`src/rtl/vx_gbar_hub_pkg.sv`:
```
// Shared definitions for the global barrier hub: width helpers, the
// default-configuration arrival record and the tracker outcome encoding.
package vx_gbar_hub_pkg;

    // Index width that never collapses to zero bits.
    function automatic int gbar_width(input int n);
        return (n > 1) ? $clog2(n) : 1;
    endfunction

    // Widths for the default cluster (8 barriers, 16 cores).
    localparam int GBAR_BAR_W  = gbar_width(8);
    localparam int GBAR_CORE_W = $clog2(16);

    // One barrier arrival as seen on a socket gbar bus (default widths).
    typedef struct packed {
        logic [GBAR_BAR_W-1:0]  id;
        logic [GBAR_CORE_W-1:0] size_m1;
        logic [GBAR_CORE_W-1:0] core_id;
    } gbar_req_t;

    // What the tracker reports for the arrival it just processed.
    typedef enum logic [1:0] {
        GBAR_NONE = 2'd0,
        GBAR_REL  = 2'd1,
        GBAR_ERR  = 2'd2
    } gbar_evt_e;

endpackage

```
`src/rtl/vx_gbar_hub_slot.sv`:
```
// One barrier slot: arrival count, latched participant count and the
// per-core arrival mask. Flags duplicate / size-mismatched arrivals and
// the releasing arrival combinationally; state moves on the clock edge.
module vx_gbar_hub_slot #(
    parameter  int NUM_CORES = 16,
    localparam int CORE_W    = $clog2(NUM_CORES)
) (
    input  logic              clk,
    input  logic              reset,
    input  logic              arr_i,
    input  logic [CORE_W-1:0] size_m1_i,
    input  logic [CORE_W-1:0] core_i,
    output logic              rel_o,
    output logic              err_o,
    output logic              busy_o
);

    logic [CORE_W-1:0]    cnt_q, cnt_d;
    logic [CORE_W-1:0]    size_q, size_d;
    logic [NUM_CORES-1:0] mask_q, mask_d;
    logic                 idle, dup, mism;

    assign idle   = (cnt_q == '0) && (mask_q == '0);
    assign dup    = mask_q[core_i];
    assign mism   = !idle && (size_m1_i != size_q);
    assign err_o  = arr_i && (dup || mism);
    // On an idle slot cnt is 0, so a size_m1 of 0 releases immediately.
    assign rel_o  = arr_i && !dup && !mism && (cnt_q == size_m1_i);
    assign busy_o = !idle;

    // Next slot state: clear on release, count and mark on a good arrival.
    always_comb begin
        // NOTE: every always_comb output gets a default first so no path leaves it unassigned (no latch).
        cnt_d  = cnt_q;
        size_d = size_q;
        mask_d = mask_q;
        if (rel_o) begin
            cnt_d  = '0;
            size_d = '0;
            mask_d = '0;
        end else if (arr_i && !err_o) begin
            cnt_d          = cnt_q + 1'b1;
            mask_d[core_i] = 1'b1;
            if (idle) size_d = size_m1_i;
        end
    end

    // Slot state register.
    always_ff @(posedge clk or negedge reset) begin
        // NOTE: the mask is reset along with cnt because idle detection reads it; a stale bit would fake a duplicate.
        if (!reset) begin
            cnt_q  <= '0;
            size_q <= '0;
            mask_q <= '0;
        end else begin
            // NOTE: non-blocking assignments so every register samples pre-edge values.
            cnt_q  <= cnt_d;
            size_q <= size_d;
            mask_q <= mask_d;
        end
    end

endmodule

```
`src/rtl/vx_gbar_hub.sv`:
```
// Cluster global barrier hub: round-robin arbiter over the socket gbar
// buses, optional register stage, one tracking slot per barrier, and
// registered release / error pulses.
// Optional build macro GBAR_HUB_PERF_EN adds perf_releases / perf_stalls.
module vx_gbar_hub
    import vx_gbar_hub_pkg::*;
#(
    parameter  int NUM_REQS     = 4,
    parameter  int NUM_CORES    = 16,
    parameter  int NUM_BARRIERS = 8,
    parameter  int IN_REG       = 0,
    localparam int BAR_W        = gbar_width(NUM_BARRIERS),
    localparam int CORE_W       = $clog2(NUM_CORES),
    localparam int PTR_W        = gbar_width(NUM_REQS)
) (
    input  logic                             clk,
    input  logic                             reset,
    input  logic [NUM_REQS-1:0]              req_valid,
    input  logic [NUM_REQS-1:0][BAR_W-1:0]   req_id,
    input  logic [NUM_REQS-1:0][CORE_W-1:0]  req_size_m1,
    input  logic [NUM_REQS-1:0][CORE_W-1:0]  req_core_id,
    output logic [NUM_REQS-1:0]              req_ready,
    output logic                             rsp_valid,
    output logic [BAR_W-1:0]                 rsp_id,
    output logic                             err_valid,
    output logic [BAR_W-1:0]                 err_id,
    output logic                             busy
`ifdef GBAR_HUB_PERF_EN
    ,
    output logic [31:0]                      perf_releases,
    output logic [31:0]                      perf_stalls
`endif
);

    typedef struct packed {
        logic [BAR_W-1:0]  id;
        logic [CORE_W-1:0] size_m1;
        logic [CORE_W-1:0] core_id;
    } req_t;

    logic [PTR_W-1:0]        ptr_q, ptr_d, gnt_idx, scan_idx;
    logic                    gnt_vld, hs, trk_vld, stage_busy, id_ok;
    req_t                    arb_req, trk_req;
    logic [NUM_BARRIERS-1:0] sel_vec, rel_vec, err_vec, busy_vec;
    gbar_evt_e               evt_d;
    logic                    rsp_valid_q, err_valid_q;
    logic [BAR_W-1:0]        rsp_id_q, err_id_q;

    // Round-robin search for the first requester at or after the pointer.
    always_comb begin
        gnt_vld  = 1'b0;
        gnt_idx  = '0;
        scan_idx = '0;
        for (int k = 0; k < NUM_REQS; k++) begin
            scan_idx = PTR_W'((int'(ptr_q) + k) % NUM_REQS);
            if (!gnt_vld && req_valid[scan_idx]) begin
                gnt_vld = 1'b1;
                gnt_idx = scan_idx;
            end
        end
    end

    // The tracker never stalls, so every grant is a handshake (none in reset).
    assign hs = gnt_vld && reset;

    // One-hot ready for the granted socket; pointer moves past the winner.
    always_comb begin
        req_ready = '0;
        ptr_d     = ptr_q;
        if (hs) begin
            req_ready[gnt_idx] = 1'b1;
            ptr_d = (gnt_idx == PTR_W'(NUM_REQS - 1)) ? '0 : gnt_idx + 1'b1;
        end
    end

    // Arbiter priority pointer.
    always_ff @(posedge clk or negedge reset) begin
        if (!reset) ptr_q <= '0;
        else        ptr_q <= ptr_d;
    end

    assign arb_req.id      = req_id[gnt_idx];
    assign arb_req.size_m1 = req_size_m1[gnt_idx];
    assign arb_req.core_id = req_core_id[gnt_idx];

    if (IN_REG != 0) begin : g_in_reg
        logic vld_q;
        req_t req_q;
        // Register stage between arbiter and tracker.
        always_ff @(posedge clk or negedge reset) begin
            if (!reset) begin
                vld_q <= 1'b0;
                req_q <= '0;
            end else begin
                vld_q <= hs;
                req_q <= arb_req;
            end
        end
        assign trk_vld    = vld_q;
        assign trk_req    = req_q;
        assign stage_busy = vld_q;
    end else begin : g_no_reg
        assign trk_vld    = hs;
        assign trk_req    = arb_req;
        assign stage_busy = 1'b0;
    end

    assign id_ok = {1'b0, trk_req.id} < (BAR_W + 1)'(NUM_BARRIERS);

    for (genvar b = 0; b < NUM_BARRIERS; b++) begin : g_slot
        assign sel_vec[b] = trk_vld && id_ok && (trk_req.id == BAR_W'(b));
        vx_gbar_hub_slot #(.NUM_CORES(NUM_CORES)) u_slot (
            .clk       (clk),
            .reset     (reset),
            .arr_i     (sel_vec[b]),
            .size_m1_i (trk_req.size_m1),
            .core_i    (trk_req.core_id),
            .rel_o     (rel_vec[b]),
            .err_o     (err_vec[b]),
            .busy_o    (busy_vec[b])
        );
    end

    // Outcome of the arrival in the tracker this cycle (at most one).
    always_comb begin
        evt_d = GBAR_NONE;
        if (trk_vld && !id_ok) evt_d = GBAR_ERR;
        else if (|rel_vec)     evt_d = GBAR_REL;
        else if (|err_vec)     evt_d = GBAR_ERR;
    end

    // Registered single-cycle release / error pulses.
    always_ff @(posedge clk or negedge reset) begin
        if (!reset) begin
            rsp_valid_q <= 1'b0;
            rsp_id_q    <= '0;
            err_valid_q <= 1'b0;
            err_id_q    <= '0;
        end else begin
            rsp_valid_q <= (evt_d == GBAR_REL);
            rsp_id_q    <= (evt_d == GBAR_REL) ? trk_req.id : '0;
            err_valid_q <= (evt_d == GBAR_ERR);
            err_id_q    <= (evt_d == GBAR_ERR) ? trk_req.id : '0;
        end
    end

    assign rsp_valid = rsp_valid_q;
    assign rsp_id    = rsp_id_q;
    assign err_valid = err_valid_q;
    assign err_id    = err_id_q;
    assign busy      = (|busy_vec) || stage_busy;

`ifdef GBAR_HUB_PERF_EN
    logic [31:0] rel_cnt_q, stall_cnt_q;

    // Release and stall counters; both wrap naturally at 2^32.
    always_ff @(posedge clk or negedge reset) begin
        if (!reset) begin
            rel_cnt_q   <= '0;
            stall_cnt_q <= '0;
        end else begin
            if (rsp_valid_q)                 rel_cnt_q   <= rel_cnt_q + 32'd1;
            if (|(req_valid & ~req_ready))   stall_cnt_q <= stall_cnt_q + 32'd1;
        end
    end

    assign perf_releases = rel_cnt_q;
    assign perf_stalls   = stall_cnt_q;
`else
    // Performance counters not built.
`endif

endmodule
```
`config.mk`:
```
export PLATFORM = sky130hd
export DESIGN_NAME = vx_gbar_hub
export DESIGN_NICKNAME = d
export VERILOG_FILES = /design/src/rtl/vx_gbar_hub_pkg.sv /design/src/rtl/vx_gbar_hub_slot.sv /design/src/rtl/vx_gbar_hub.sv
export SDC_FILE = /design/constraint.sdc
export NUM_CORES = 1
export LEC_CHECK = 0
export ABC_AREA = 1
export CAP_MARGIN = 20
export CORE_AREA = 4 4 214 112
export DETAILED_ROUTE_END_ITERATION = 12
export DIE_AREA = 0 0 218 116
export PLACE_DENSITY = 0.74
export REMOVE_ABC_BUFFERS = 1
export SLEW_MARGIN = 25
export SYNTH_ARGS = -nofsm -noshare
export SYNTH_HDL_FRONTEND = slang
export SYNTH_SLANG_ARGS = --single-unit
```
`constraint.sdc`:
```
create_clock -name clk -period 3.6 [get_ports clk]
set_input_delay 0.72 -clock clk [delete_from_list [all_inputs] [get_ports clk]]
set_output_delay 0.72 -clock clk [all_outputs]
set_load 0.005 [all_outputs]
```
-- Word level (Yosys, flattened, before mapping)
Index checks and enable logic that the tools add are counted.
- add/sub/neg operators: 12
- multiply operators: 0
- divide/modulo/power cells: 0
- magnitude comparators: 8
- equal/unequal tests: 26
- shift operators: 0
- mux-type cells: 104
- bitwise operators: 8
- reductions and logical operators: 157
- operator list (operator ; count):
    16-bit two-way mux ; 16
    4-bit two-way mux ; 43
    16-bit logical NOT ; 8
    16-bit OR ; 8
    1-bit logical AND ; 70
    1-bit logical NOT ; 35
    4-bit by 1-bit adder with 4-bit output, second input constant ; 8
    1-bit binary-select mux with 4-bit select ; 8
    4-bit == test ; 8
    4-bit logical NOT ; 8
    4-bit != test ; 8
    2-bit nonzero test ; 16
    8-bit OR reduction ; 3
    1-bit two-way mux ; 18
    4-bit binary-select mux with 2-bit select ; 2
    2-bit AND reduction ; 8
    2-bit by 3-bit < comparator with 1-bit output, second input constant ; 5
    2-bit two-way mux ; 7
    3-bit == test, second input constant ; 4
    3-bit two-way mux ; 3
    1-bit binary-select mux with 2-bit select ; 4
    1-bit logical OR ; 8
    3-bit binary-select mux with 2-bit select ; 1
    3-bit by 2-bit == test with 1-bit output, second input constant ; 2
    11 further kinds ; 14
- flip-flop bits (word level): 202
- bits in latches: 0
- memory bits (writable): 0
- memory bits (read-only): 0
- bits of input ports: 50
- output and inout port bits: 13
- logic and storage cells: 344
- memories kept: 0

-- Longest topological paths before layout
- depth in word-level cells: 24
- gate-level depth with buffers: 30
- depth with buffers taken out: 26

-- Modules after synthesis
A second synthesis with hierarchy kept.
- cell total of the unflattened synthesis: 2342
- area total of the unflattened synthesis: 15479.8 um^2
- modules (own cells, without submodules) (module ; times used ; cells an instance ; area an instance (um^2) ; seq. area each (um^2)):
    vx_gbar_hub_slot (g_slot[0].u_slot ...) ; 5 ; 265 ; 1770.4 ; 600.6
    vx_gbar_hub_slot (g_slot[5].u_slot ...) ; 3 ; 263 ; 1766.7 ; 600.6
    vx_gbar_hub ; 1 ; 228 ; 1327.5 ; 250.2

-- Worst setup path before layout
No wires, ideal clock.
- path kind: input-to-reg
- from: input port req_valid[3]
- to: register g_slot[3].u_slot.mask_q[10]
- setup time: 0.123 ns
- arrival: 2.934 ns
- data required time: 3.477 ns
- slack: 0.542 ns
- stages on the path: 19
- path buffers: 4
- cells stage by stage: inv_1 > nand2_1 > nand3_1 > nand2_2 > nor2_4 > nand3_2 > nand3_2 > buf_6 > buf_6 > nand2_2 > nand3_2 > nand2_2 > buf_6 > xor2_1 > nor3_4 > nand3_4 > inv_1 > buf_2 > a21oi_1
- cells in the longest elaborated chain, start to end: 21
- elaborated cells on any way between the ends: 54
- classes of those cells: 2 x order compare; 3 x eq/ne; 28 x mux; 1 x bitwise; 20 x reduce/logical
- ends and longest elaborated chain (what ; RTL line ; source):
    start: declaration ; vx_gbar_hub.sv:18 ; input logic [NUM_REQS-1:0] req_valid,
    1-bit binary-select mux with 2-bit select ; vx_gbar_hub.sv:56 ; if (!gnt_vld && req_valid[scan_idx]) begin
    1-bit two-way mux (implied by the code) ; vx_gbar_hub.sv:56 ;
    1-bit two-way mux ; vx_gbar_hub.sv:56 ;
    1-bit logical NOT ; vx_gbar_hub.sv:56 ;
    1-bit logical AND ; vx_gbar_hub.sv:56 ;
    1-bit two-way mux ; vx_gbar_hub.sv:56 ;
    1-bit logical NOT ; vx_gbar_hub.sv:56 ;
    1-bit logical AND ; vx_gbar_hub.sv:56 ;
    (+5 left out) ; n/a ;
    4-bit two-way mux (on tied branches) ; vx_gbar_hub.sv:84, vx_gbar_hub.sv:83 ;
    4-bit by 5-bit < comparator with 1-bit output (implied by the code) (tied with other cells) ; vx_gbar_hub_slot.sv:43 ; mask_d[core_i] = 1'b1;
    1-bit logical AND (implied by the code) (tied with other cells) ; vx_gbar_hub_slot.sv:43 ;
    1-bit two-way mux (implied by the code) (tied with other cells) ; vx_gbar_hub_slot.sv:43 ;
    1-bit demux with 4-bit select (tied with other cells) ; n/a ;
    16-bit OR (no source line) (tied with other cells) ; n/a ;
    16-bit two-way mux (tied with other cells) ; vx_gbar_hub_slot.sv:41 ; end else if (arr_i && !err_o) begin
    16-bit two-way mux or 2-bit nonzero test (tied branches) ; n/a ;
    end signal: assignment ; vx_gbar_hub_slot.sv:59 ; mask_q <= mask_d;
    end: declaration ; vx_gbar_hub_slot.sv:20 ; logic [NUM_CORES-1:0] mask_q, mask_d;
Several ways; a longest one is shown, not always the timed one. The select of a mux whose other input is x is not followed.
A chain may end at the register's enable or synchronous reset.

-- Worst setup path after layout
- from: register ptr_q[0]
- to: register g_slot[6].u_slot.size_q[2]
- cells in the longest elaborated chain, start to end: 22
- elaborated cells on any way between the ends: 54
- classes of those cells: 3 x add/sub; 3 x eq/ne; 27 x mux; 21 x reduce/logical
- ends and longest elaborated chain (what ; RTL line ; source):
    start: declaration ; vx_gbar_hub.sv:41 ; logic [PTR_W-1:0] ptr_q, ptr_d, gnt_idx, scan_idx;
    start signal: assignment ; vx_gbar_hub.sv:79 ; else ptr_q <= ptr_d;
    parallel branches: the longest is 22 deep, another holds 2-bit by 1-bit adder with 2-bit output ; n/a ;
    end signal: assignment ; vx_gbar_hub_slot.sv:58 ; size_q <= size_d;
    end: declaration ; vx_gbar_hub_slot.sv:19 ; logic [CORE_W-1:0] size_q, size_d;
Parallel ways; which one is timed is not known. The select of a mux whose other input is x is not followed.

==> flow_summary.json <==
{
  "cap_violations": 0,
  "start_util_pct": 58.6,
  "required_ps": 4020,
  "max_freq_mhz": 280,
  "critPathMaxFanout": 9,
  "final_area_um2": 16600,
  "crit_path_start_kind": "flip-flop",
  "critPathCaptureType": "flip-flop",
  "cts_buffers": 20,
  "grt_pass1_wl_um": 71300,
  "path_class": "flip-flop to flip-flop",
  "ys_types": 40,
  "holdBufCountCts": 0,
  "hold_slack_ps": 85.7,
  "syn_area_um2": 13000,
  "synth_warnings": 0,
  "placedInstanceArea_um2": 15300,
  "cts_tree": "done",
  "via_per_inst": 5.62,
  "worst_slew_pin_slew_ps": 902,
  "grt_use_total_pct": 36.1,
  "slew_headroom_pct": 39.9,
  "grt_pass1_vias": 12700,
  "die_h_um": 116,
  "critPathSlowestCell": "dfrtp_2",
  "drive_gt1_share_pct": 18.6,
  "ys_seq_area_share_pct": 38.8,
  "diodes": 0,
  "synth_flop_cell": "dfrtp_1",
  "timing.final.crit_period_ps": 3580,
  "hold_viol": 0,
  "drt_first_pass_iters": 7,
  "seqCellArea_um2": 5060,
  "worstPathArrival_ps": 4000,
  "grt_max_degree": 69,
  "ant_nets": 0,
  "postSynth.asyncResetShare_pct": 100,
  "area_growth_pct": 27.2,
  "gp_congestion": 1.05,
  "skew_ps": 29.6,
  "die_area_um2": 25300,
  "routed_wirelength_um": 47200,
  "syn_inst": 1892,
  "io_pins": 63,
  "multiInputGateArea_um2": 6530,
  "route.vias.total": 13800,
  "chipWidth_um": 218,
  "rows": 39,
  "finalCritPeriodShare_pct": 99.4,
  "drt_iter0_markers": 1835,
  "utilization_pct": 74.5,
  "nFillCells": 1782,
  "io_buffers": 62,
  "clock_sinks": 202,
  "place.detailed.hpwl_um": 34400,
  "grt-ovfl-total": 0,
  "wl_per_cell_um": 19.2,
  "ctsLongestPathBuffers": 3,
  "core_area_um2": 22300,
  "status": "complete, no violations",
  "drc": 0,
  "synth-seq-cells": 202,
  "ctsRootBufferMaster": "clkbuf_16",
  "synth_area_per_cell_um2": 6.89,
  "setup_viol": 0,
  "antenna_found_initial": 0,
  "cpPeakStageDelay_ps": 500,
  "rsz0062_at_grt": "true",
  "drv_slew": 0,
  "clk_pin_slew_worst_paths_ps": 70,
  "clk_latency_ps": 530,
  "min_path_type": "input pin to async pin",
  "synth_edf_count": 0,
  "fin_nets": 2201,
  "cp_common_cell": "nand2_1",
  "cts-htree-levels": 1
}
metal layers:
metal,global-route usage [%],wire length (um),up-vias
met5,0,0,-
met4,7.45,1100,0
met3,10.8,6950,112
met2,50.5,18800,869
met1,55.4,20300,6417
li1,-,-,6374
stage by stage:
| step | std cells | setup TNS (ps) | setup slack (ps) |
|---|---|---|---|
| 2_1_floorplan | 1832 | -65080 | -602 |
| 3_3_place_gp | 2385 | -77740 | -540 |
| 3_5_place_dp | 2385 | -90130 | -635 |
| 4_1_cts | 2420 | -140 | -140 |
| 5_1_grt | 2450 | -6820 | -123 |
| 6_report | 2450 | 0 | 22.8 |
worst max-delay path, delay by kind of cell (launching register included):
family	cells	cell delay, ps
simple gates	22	2270
compound gates	1	90
buf+inv	4	610
flops	1	500
cells by family after synthesis:
kind of cell               after synthesis  synth area share [%]
AOI/OAI and AO/OA                      247                  10.4
xor gates and xnor gates                18                  1.21
adders and majority gates               20                  1.92
buffers and inverters                  405                  13.3
DFF                                    202                  38.8
and+or+nand+nor                       1000                  34.4
sequential cells by signal (all words and copies together), names as in the netlist:
name	cells
g_slot.u_slot.size_q	32
g_slot.u_slot.mask_q	128
ptr_q	2
g_slot.u_slot.cnt_q	32
rsp_id	3
err_valid	1
rsp_valid	1
err_id	3
final timing paths:
check | from | to | slack (ps) | depth (start not counted)
setup / recovery | ptr_q[0] | g_slot[6].u_slot.size_q[2] | 20 | 27
hold / removal | reset | rsp_id[2] | 90 | 1
setup reg to reg | ptr_q[0] | g_slot[6].u_slot.size_q[2] | 20 | 27
hold reg to reg | g_slot[4].u_slot.mask_q[7] | g_slot[4].u_slot.mask_q[7] | 530 | 1
max in group asynchronous | reset | g_slot[4].u_slot.size_q[0] | 1780 | 3
min in group clk | g_slot[4].u_slot.mask_q[7] | g_slot[4].u_slot.mask_q[7] | 530 | 1
placed cells by master (no fill, tap or decap), types with 3 or more instances in the layout:
cell type,synthesis,final
nand3_4,3,7
nor3b_2,2,4
dlymetal6s2s_1,0,5
clkbuf_2,0,3
nor3_1,24,24
inv_4,3,3
clkbuf_1,4,3
dfrtp_1,202,200
ha_1,20,20
nor2_2,15,18
nor2_4,5,12
o21a_1,23,23
nor2_1,127,117
nand3b_1,3,3
clkinv_2,0,3
buf_4,12,168
a21oi_2,1,4
nand3_1,87,80
clkdlybuf4s50_1,0,53
clkinvlp_4,0,3
nor4_1,18,16
nand2_2,15,33
nand2_4,8,14
buf_6,18,13
nand2_1,619,595
nand4_1,48,48
xor2_1,16,16
nor3_4,4,4
nand3_2,17,21
clkbuf_8,0,5
o211ai_1,15,15
inv_1,330,323
buf_8,0,3
clkbuf_16,0,23
buf_12,0,25
o21ai_1,44,52
o21ai_2,1,5
inv_2,12,16
a21oi_1,50,47
o21ai_0,109,97
layout make-up:
cell class | count | share of cell area [%]
tap | 307 | 2.32
inverter | 345 | 7.99
multi-input combinational | 1287 | 39.4
timing repair buffer | 274 | 16.0
clock inverter | 7 | 0.332
timing repair inverter | 1 | 0.0528
sequential | 202 | 30.5
clock buffer | 27 | 3.42
cell usage after synthesis, types with 2 or more instances:
cell type  instances  area share (%)
nand2_1          619              18
inv_1            330             9.5
dfrtp_1          202              39
nor2_1           127             3.7
o21ai_0          109             4.2
nand3_1           87             3.3
a21oi_1           50             1.9
nand4_1           48             2.3
o21ai_1           44             1.7
buf_2             25            0.96
nor3_1            24            0.92
o21a_1            23             1.3
ha_1              20             1.9
buf_6             18             1.6
nor4_1            18            0.86
nand3_2           17             1.3
xor2_1            16             1.1
nand2_2           15            0.72
nor2_2            15            0.72
o211ai_1          15            0.86
buf_4             12            0.69
inv_2             12            0.35
nand2_4            8            0.69
nor2_4             5            0.43
clkbuf_1           4            0.12
nor3_4             4            0.50
inv_4              3            0.14
nand3_4            3            0.40
nand3b_1           3            0.17
a32oi_1            2            0.13
nor3b_1            2            0.12
nor3b_2            2            0.19
o31ai_1            2            0.12
xnor2_1            2            0.13
repair_timing:
item / in CTS / in global routing
hold endpoints to repair: 0 / 0
cloned: 0 / 6
resized for setup: 13 / 118
pin swaps: 2 / 31
setup buffers: 1 / 24
setup endpoints to repair: 23 / 205
Power is left out: the tool's default activity adds up to more than one toggle a clock period on the data nets, which glitch-free logic cannot reach.
